===== config.mk =====
export PLATFORM = sky130hd
export DESIGN_NAME = store_buffer
export DESIGN_NICKNAME = d
export VERILOG_FILES = /design/src/rtl/store_buffer_pkg.sv /design/src/rtl/store_buffer_fifo.sv /design/src/rtl/store_buffer.sv
export SDC_FILE = /design/constraint.sdc
export NUM_CORES = 1
export LEC_CHECK = 0
export CORE_MARGIN = 1.5
export CORE_UTILIZATION = 29
export CTS_BUF_LIST = sky130_fd_sc_hd__clkbuf_4
export CTS_CLUSTER_SIZE = 24
export DETAILED_ROUTE_END_ITERATION = 7
export PLACE_DENSITY = 0.51
export SETUP_SLACK_MARGIN = 0.15
export SLEW_MARGIN = 10
export SYNTH_ARGS = -nofsm -noshare
export SYNTH_HDL_FRONTEND = slang
export SYNTH_HIERARCHICAL = 1
export SYNTH_SLANG_ARGS = --single-unit

===== constraint.sdc =====
create_clock -name clk -period 5.7 [get_ports clk]
set_clock_uncertainty 0.05 [all_clocks]
set_input_delay 0.57 -clock clk [delete_from_list [all_inputs] [get_ports clk]]
set_output_delay 0.57 -clock clk [all_outputs]
set_load 0.1 [all_outputs]

===== src/rtl/store_buffer_pkg.sv =====
// store_buffer_pkg: shared types and constants for the store buffer.
//   SB_DEPTH_DEFAULT : default entry count
//   SB_ADDR_W/DATA_W : widths the entry struct is built for; the top-level
//                      ADDR_W/DATA_W parameters must match these
//   sb_state_t       : RUN / FLUSH control states
//   sb_entry_t       : one buffered store {dword address, data}
package store_buffer_pkg;

    localparam int SB_DEPTH_DEFAULT = 4;
    localparam int SB_ADDR_W        = 64;
    localparam int SB_DATA_W        = 64;

    typedef enum logic {
        RUN   = 1'b0,
        FLUSH = 1'b1
    } sb_state_t;

    // Address is stored without the byte-offset bits [2:0].
    typedef struct packed {
        logic [SB_ADDR_W-4:0] addr;
        logic [SB_DATA_W-1:0] data;
    } sb_entry_t;

endpackage


===== src/rtl/store_buffer_fifo.sv =====
// store_buffer_fifo: circular storage for the store buffer.
//   clk, reset     : clock, synchronous active-high reset
//   push_i         : write push_entry_i at tail (caller guarantees !full)
//   pop_i          : retire head entry (caller guarantees !empty)
//   head_entry_o   : oldest entry
//   head_o         : head pointer, used by the forwarding search
//   count_o        : occupied entries, 0..DEPTH
//   entries_o      : raw storage array
//   valid_o        : per-slot occupancy mask
module store_buffer_fifo
    import store_buffer_pkg::*;
#(
    parameter  int DEPTH = SB_DEPTH_DEFAULT,
    localparam int PTR_W = $clog2(DEPTH),
    localparam int CNT_W = PTR_W + 1
) (
    input  logic                   clk,
    input  logic                   reset,
    input  logic                   push_i,
    input  sb_entry_t              push_entry_i,
    input  logic                   pop_i,
    output sb_entry_t              head_entry_o,
    output logic [PTR_W-1:0]       head_o,
    output logic [CNT_W-1:0]       count_o,
    output sb_entry_t [DEPTH-1:0]  entries_o,
    output logic [DEPTH-1:0]       valid_o
);

    sb_entry_t [DEPTH-1:0] mem_q;
    logic [PTR_W-1:0]      head_q, head_d;
    logic [PTR_W-1:0]      tail_q, tail_d;
    logic [CNT_W-1:0]      count_q, count_d;

    // DEPTH is a power of two, so pointer wrap is plain overflow.
    always_comb begin
        head_d  = head_q;
        tail_d  = tail_q;
        count_d = count_q;
        if (push_i) tail_d = tail_q + PTR_W'(1);
        if (pop_i)  head_d = head_q + PTR_W'(1);
        case ({push_i, pop_i})
            2'b10:   count_d = count_q + CNT_W'(1);
            2'b01:   count_d = count_q - CNT_W'(1);
            default: count_d = count_q;
        endcase
    end

    always_ff @(posedge clk) begin
        if (reset) begin
            head_q  <= '0;
            tail_q  <= '0;
            count_q <= '0;
        end else begin
            head_q  <= head_d;
            tail_q  <= tail_d;
            count_q <= count_d;
        end
    end

    // Data storage needs no reset; occupancy is tracked by count/valid.
    always_ff @(posedge clk) begin
        if (push_i) mem_q[tail_q] <= push_entry_i;
    end

    // Slot i is live when its distance from head is below count.
    for (genvar i = 0; i < DEPTH; i++) begin : g_valid
        logic [PTR_W-1:0] off;
        assign off        = PTR_W'(i) - head_q;
        assign valid_o[i] = CNT_W'(off) < count_q;
    end

    assign head_entry_o = mem_q[head_q];
    assign head_o       = head_q;
    assign count_o      = count_q;
    assign entries_o    = mem_q;

endmodule


===== src/rtl/store_buffer.sv =====
// store_buffer: write buffer between the core store path and data memory.
//   clk, reset            : clock, synchronous active-high reset
//   st_valid/st_ready     : store handshake; st_addr/st_data the store
//   ld_addr               : load lookup; ld_hit/ld_data forwarded result
//   mem_ready             : memory port granted this cycle
//   mem_wr/addr/data      : drain write toward data memory (head entry)
//   flush_req/flush_done  : level drain request / completion pulse
//   empty, full           : occupancy flags
module store_buffer
    import store_buffer_pkg::*;
#(
    parameter int DEPTH  = SB_DEPTH_DEFAULT,
    parameter int ADDR_W = SB_ADDR_W,
    parameter int DATA_W = SB_DATA_W
) (
    input  logic              clk,
    input  logic              reset,
    input  logic              st_valid,
    output logic              st_ready,
    input  logic [ADDR_W-1:0] st_addr,
    input  logic [DATA_W-1:0] st_data,
    input  logic [ADDR_W-1:0] ld_addr,
    output logic              ld_hit,
    output logic [DATA_W-1:0] ld_data,
    input  logic              mem_ready,
    output logic              mem_wr,
    output logic [ADDR_W-1:0] mem_addr,
    output logic [DATA_W-1:0] mem_data,
    input  logic              flush_req,
    output logic              flush_done,
    output logic              empty,
    output logic              full
);

    localparam int PTR_W = $clog2(DEPTH);
    localparam int CNT_W = PTR_W + 1;

    sb_state_t             state_q, state_d;
    logic                  push, pop;
    sb_entry_t             push_entry, head_entry;
    logic [PTR_W-1:0]      head;
    logic [CNT_W-1:0]      count;
    sb_entry_t [DEPTH-1:0] entries;
    logic [DEPTH-1:0]      valid;
    logic [PTR_W-1:0]      fwd_idx;

    // Byte offsets are meaningless for doubleword stores/lookups.
    logic unused_lsbs;
    assign unused_lsbs = ^{st_addr[2:0], ld_addr[2:0]};

    store_buffer_fifo #(.DEPTH(DEPTH)) u_fifo (
        .clk          (clk),
        .reset        (reset),
        .push_i       (push),
        .push_entry_i (push_entry),
        .pop_i        (pop),
        .head_entry_o (head_entry),
        .head_o       (head),
        .count_o      (count),
        .entries_o    (entries),
        .valid_o      (valid)
    );

    assign empty    = (count == '0);
    assign full     = (count == CNT_W'(DEPTH));
    // A same-cycle pop does not open a slot for a push while full.
    assign st_ready = !full && (state_q == RUN);
    assign push     = st_valid && st_ready;
    assign mem_wr   = !empty;
    assign pop      = mem_wr && mem_ready;

    assign push_entry.addr = st_addr[ADDR_W-1:3];
    assign push_entry.data = st_data;
    assign mem_addr        = {head_entry.addr, 3'b000};
    assign mem_data        = head_entry.data;

    always_comb begin
        state_d    = state_q;
        flush_done = 1'b0;
        case (state_q)
            RUN:     if (flush_req) state_d = FLUSH;
            FLUSH: begin
                if (empty) begin
                    flush_done = 1'b1;
                    state_d    = RUN;
                end
            end
            default: state_d = RUN;
        endcase
    end

    always_ff @(posedge clk) begin
        if (reset) state_q <= RUN;
        else       state_q <= state_d;
    end

    // Walk oldest to youngest so the last match (youngest) wins.
    always_comb begin
        ld_hit  = 1'b0;
        ld_data = '0;
        fwd_idx = '0;
        for (int k = 0; k < DEPTH; k++) begin
            fwd_idx = head + PTR_W'(k);
            if (valid[fwd_idx] && entries[fwd_idx].addr == ld_addr[ADDR_W-1:3]) begin
                ld_hit  = 1'b1;
                ld_data = entries[fwd_idx].data;
            end
        end
    end

endmodule


==> flow_summary.yaml, run 1 <==
yosys:
  synth_top_area_frac: 0.415
  async_flop_share: 0
  synth-main-ff-cell: "edfxtp_1"
  avgSynthCellArea_um2: 12.9
  yosysTopAreaCell: "edfxtp_1"
  synth_edf_count: 500
  netlist_area_um2: 36100
  synth-seq-cells: 508
  synthTopCellsByArea: "edfxtp_1 42%, mux4_2 21%, mux2i_1 6.5%, xnor2_1 2.8%, a21oi_1 2.7%"
  synth_cell_types: 77
  ys_seq_area_frac: 0.420
  netlist_instances: 2803
  yosys_warnings: 6
pwr:
  powerDensity_nw_per_um2: 429
  leakage_nw: 16.2
  peakVddDrop_mv: 0.541
worst_setup_path:
  rr_startpoint: "u_fifo/count_o[0]$_SDFFE_PP0P_"
  critPathArrivalTime_ns: 5.45
  cp_cell_sequence: "buf_12, buf_12, buf_12, mux2i_2, o21ai_0, a2bb2oi_1, or4_4, or4_4, or4_4, buf_12, buf_16, a32oi_1, nor2_1, a221o_1, buf_12"
  reg2reg_depth: 5
  critical_path.slowest_cell: "or4_4"
  crit_fanout: 26
  critPathLaunchType: "flip-flop"
  required_ns: 5.08
  ff2ff_setup_slack_ns: 2.85
  cp-end-kind: "primary output"
  slowest_delay_ns: 0.68
  path_class: "flip-flop to primary output"
  crit_start: "u_fifo/head_o[1]$_SDFFE_PP0P_"
  r2r_end: "u_fifo/entries_o[389]$_DFFE_PP_"
  cpMostUsedCell: "buf_12"
finish:
  most-common-layout-cells: "500 x edfxtp_1, 341 x mux4_2, 269 x clkdlybuf4s50_1"
  postLayoutCellArea_um2: 49500
  final_common_cell: "edfxtp_1"
  final_util: 0.400
  fillers: 11800
  area_growth_pct: 36.9
  instances_no_fill: 5251
  drive_gt1_frac: 0.354
  nets: 3700
min_path:
  hold_end: "u_fifo/entries_o[115]$_DFFE_PP_"
  min_delay_path_depth: 1
  hp-class: "input port to flip-flop"
  hp-start: "st_addr[54]"
global_route:
  met1_usage: 0.323
  track_usage: 0.237
  antenna_found_initial: 23
  grt_max_degree: 150
  met3_usage: 0.0612
  grt_overflow_total: 0
  grt_busiest_layer: "met2"
  met2_usage: 0.362
  grt_pass1_vias: 29100
  grt_pass1_wl_um: 215000
sta:
  fin_tns_setup_ns: -18.89
  post-route-period-util: 1.07
  maxSlewViolCount: 0
  rsz0062_at_grt: "yes"
  period_minus_slack_ns: 6.07
  setup_violations: 64
  tightest_slew_ns: 1.20
  hold_viol: 0
  max_freq_mhz: 165
  setup_ws_ns: -0.375
  maxSlewHeadroom: 0.200
cts:
  cts_tree: "done"
  worstSkewPairLatency_ns: 1.04
  cts.path.max_buffers: 3
  cts-root-buf: "clkbuf_4"
  cts_buffers: 144
  clk_pin_slew_worst_paths_ns: 0.07
  htree_num_levels: 4
  cts.sinks: 508
route:
  dr.pass1.iters: 7
  routed_wl_um: 156000
  vias: 30300
  post_drt_wl_per_cell_um: 29.7
  drcViolationCount: 0
  viasPerCell: 5.78
  first_iter_violations: 3514
  ant_nets: 0
place:
  gp_congestion: 1.09
  dp_hpwl_um: 108000
  port_buffers: 385
  placed_cells: 4760
  placed_cell_area_um2: 43400
die:
  rows: 129
  die_x_um: 356
  start_util: 0.292
  fp.coreArea_um2: 124000
  dieArea_um2: 127000
  die_h_um: 356
  ios: 395
run:
  cap_viol_max_count: 0
run_status:
  outcome: "finished with violations"
  violations: "negative setup slack"
-- metrics by stage --
stage / hold slack [ns] / power (mW) / setup slack [ns]
5_1_grt: 0.104 / 22.0 / -0.556
3_3_place_gp: 0.441 / 16.8 / 0.231
2_1_floorplan: 0.427 / 13.5 / 0.481
3_5_place_dp: 0.447 / 16.8 / 0.240
4_1_cts: 0.00437 / 21.1 / -0.532
6_report: 0.243 / 21.2 / -0.375
-- Yosys cell counts, drive strengths merged, types with 6 or more instances --
library cell	n
nand2b	7
xor2	53
nor2b	8
a32oi	31
o2111ai	11
nor2	79
edfxtp	500
nand3	32
a221oi	11
a31oi	6
mux2	83
o2bb2ai	12
mux2i	235
or2	9
a2111oi	11
a221o	69
a2bb2oi	10
clkbuf	141
ha	9
mux4	341
a222oi	7
o21ai	156
nor3	16
a21oi	197
and4	6
buf	141
nor3b	23
nor4	22
o211ai	15
o22a	6
a22o	6
nand4	22
or4	8
nand4b	23
xnor2	117
a22oi	11
and2	11
inv	36
nand2	218
o21a	6
o22ai	35
dfxtp	8
-- state kept, by name (all words and copies together) (netlist names) --
register          count
u_fifo/entries_o    500
state_q               1
u_fifo/head_o         2
u_fifo/count_o        3
u_fifo/tail_q         2
-- worst max-delay path by stage --
stage,endpoint,slack (ns),cells after the start
after detailed placement,ld_data[35],0.24,14
after floorplan,ld_data[35],0.48,17
after global placement,ld_data[35],0.23,14
final,ld_data[47],-0.37,15
after global routing,ld_data[36],-0.56,18
after CTS,ld_data[36],-0.53,18
-- final cells by class --
cell class | count | area [µm²] | share of cell area
Multi-Input combinational cell | 1979 | 20400 | 0.413
Antenna cell | 12 | 30.0 | 0.000607
Inverter | 36 | 151 | 0.00306
Timing Repair Buffer | 824 | 9770 | 0.197
Clock buffer | 198 | 1490 | 0.0300
Sequential cell | 508 | 15200 | 0.307
Clock inverter | 57 | 374 | 0.00756
Tap cell | 1637 | 2050 | 0.0414
-- cell families (layout without fill, tap and decap cells) --
logic type                 count (synthesis)  in the layout  share of synthesized area
muxes                                    659            659                      0.303
DFF                                      508            508                      0.420
buffers and inverters                    318           1115                     0.0464
other                                      1             15                   0.000104
xor gates and xnor gates                 170            170                     0.0412
adders and majority gates                 10             10                    0.00367
and+or+nand+nor                          497            497                     0.0678
AOI/OAI and AO/OA                        640            640                      0.118
-- report_power, final --
group | leakage [nW] | internal [mW] | switching, mW
clock network | 1.10 | 1.78 | 1.72
registers | 4.63 | 4.53 | 0.332
logic | 10.4 | 4.67 | 8.20
-- layer usage --
| layer | part of all wire | routed length [µm] |
|---|---|---|
| met5 | 0.00094 | 146 |
| met4 | 0.032 | 4980 |
| met2 | 0.46 | 71300 |
| met3 | 0.091 | 14200 |
| met1 | 0.42 | 65400 |
-- critical path, delay by kind of cell (launching register included) --
kind,cells,cell delay [ns]
simple gates,4,1.79
buf+inv,6,0.96
compound gates,4,0.90
flops,1,0.39
mux,1,0.35
-- what timing repair did --
item,4_1_cts,5_1_grt
gates resized for setup,282,129
gates cloned,15,15
pin swaps,38,53
setup buffers,50,19
hold buffers,125,0
endpoints found under the hold margin,497,0
endpoints found under the setup margin,93,65
Power figures use the tool's default switching activity.
==> inputs of run 2 (changes only) <==
- CORE_ASPECT_RATIO: default -> 1.5
- GPL_TIMING_DRIVEN: default -> 0
- SLEW_MARGIN: 10 -> 40
==> flow_summary.yaml, run 2 (synthesis gave the netlist of run 1 again) <==
run_status:
  outcome: "finished with violations"
  violations: "negative setup slack"
pwr:
  power_mw: 22.6
  peakVddDrop_mv: 0.435
  leakage_nw: 16.4
  powerDensity_nw_per_um2: 456
place:
  pre_cts_ws_ns: -2.60
  placed_cells: 4774
  dp_hpwl_um: 163000
  gp_congestion: 1.09
  placed_cell_area_um2: 41400
  port_buffers: 346
route:
  routed_wl_um: 221000
  first_iter_violations: 3433
  ant_nets: 0
  drcViolationCount: 0
  vias: 32800
  viasPerCell: 6.20
  dr.pass1.iters: 7
  post_drt_wl_per_cell_um: 41.7
global_route:
  antenna_found_initial: 29
  track_usage: 0.345
  grt_max_degree: 31
  grt_pass1_vias: 32800
  grt_pass1_wl_um: 294000
  grt_overflow_total: 0
die:
  dieArea_um2: 127000
  start_util: 0.293
  rows: 158
  die_h_um: 435
  die_x_um: 291
  fp.coreArea_um2: 124000
  ios: 395
cts:
  cts_tree: "done"
  cts.sinks: 508
  cts.path.max_buffers: 3
  clk_pin_slew_worst_paths_ns: 0.09
  htree_num_levels: 4
  cts-root-buf: "clkbuf_4"
  cts_buffers: 141
  worstSkewPairLatency_ns: 1.17
sta:
  hold_viol: 0
  holdWs_ns: 0.117
  maxSlewHeadroom: 0.333
  setup_ws_ns: -1.49
  maxSlewViolCount: 0
  rsz0062_at_grt: "yes"
  setup_violations: 65
  tightest_slew_ns: 0.994
  period_minus_slack_ns: 7.19
  max_freq_mhz: 139
  post-route-period-util: 1.26
finish:
  drive_gt1_frac: 0.390
  nets: 3790
  final_common_cell: "edfxtp_1"
  largest_register_ff_count: 500
  most-common-layout-cells: "500 x edfxtp_1, 341 x mux4_2, 216 x nand2_1"
  postLayoutCellArea_um2: 49500
  instances_no_fill: 5293
  area_growth_pct: 36.9
worst_setup_path:
  path_class: "flip-flop to primary output"
  ff2ff_setup_slack_ns: 3.15
  crit_fanout: 10
  required_ns: 5.08
  critPathArrivalTime_ns: 6.57
  cp-end-kind: "primary output"
  critPathLaunchType: "flip-flop"
run:
  cap_viol_max_count: 0
min_path:
  hp-class: "input port to flip-flop"
[run 2: changes by cell type in the layout (fill, tap and decap cells not counted), moves of 21 or more]
cell and delta:
clkdlybuf4s15_2 -25, mux2i_1 -21, clkdlybuf4s50_1 -118, buf_6 +31
buf_4 -85, clkbuf_1 +76, clkbuf_2 +31, buf_2 +165
[run 2: cell type report]
class	instances	area, µm²
antenna	13	32.5
buffer	281	2610
inverter	36	135
timing repair buffer	636	6640
multi-input combinational	1979	21100
clock buffer	195	1460
fill	11800	74100
tap	1600	2000
sequential	508	15200
clock inverter	45	350
[run 2: per-layer routing]
layer | vias up | track usage | share of wire
li1 | 13100 | - | -
met1 | 16900 | 0.363 | 0.33
met2 | 2168 | 0.583 | 0.49
met3 | 717 | 0.0809 | 0.075
met4 | 30 | 0.288 | 0.11
met5 | - | 0 | 0.00088
[run 2: timing repair]
action	CTS	global route
setup endpoints to repair	65	65
hold buffers	125	0
resized for setup	731	111
setup buffers	112	18
hold endpoints to repair	490	0
pin swaps	56	41
cloned	9	3
[run 2: where the power goes]
group / leakage [nW] / switching, mW / internal (mW)
logic: 10.7 / 9.67 / 4.39
registers: 4.63 / 0.376 / 4.52
clock network: 1.08 / 1.75 / 1.85
total: 16.4 / 11.8 / 10.8
[run 2: path summary, 6_finish.rpt]
path | from | endpoint | depth (start not counted)
setup / recovery | u_fifo/head_o[1]$_SDFFE_PP0P_ | ld_data[52] | 20
hold reg to reg | state_q$_SDFF_PP0_ | state_q$_SDFF_PP0_ | 2
setup reg to reg | u_fifo/count_o[2]$_SDFFE_PP0P_ | u_fifo/entries_o[416]$_DFFE_PP_ | 6
hold / removal | st_addr[4] | u_fifo/entries_o[440]$_DFFE_PP_ | 1
[run 2: stage by stage]
stage                     TNS (ns)  utilization
after CTS                   -88.41        0.395
after global placement     -286.85        0.337
after global routing        -87.30        0.400
after floorplan                  0            -
final                       -89.57        0.401
after detailed placement   -152.47        0.335
[run 2: worst max-delay path: stages (launching register included)]
cell and delay (ns):
dfxtp_2 0.33, buf_6 0.10, buf_6 0.11, buf_12 0.13, buf_12 0.13, buf_16 0.15
buf_6 0.14, buf_16 0.15, buf_16 0.17, mux4_2 0.36, xnor2_4 0.41, nand4_1 0.31
or4_1 0.48, or4_4 0.49, or4_4 0.60, buf_12 0.19, buf_12 0.16, a32oi_1 0.18
nor2_1 0.07, a221o_1 0.37, buf_12 0.21
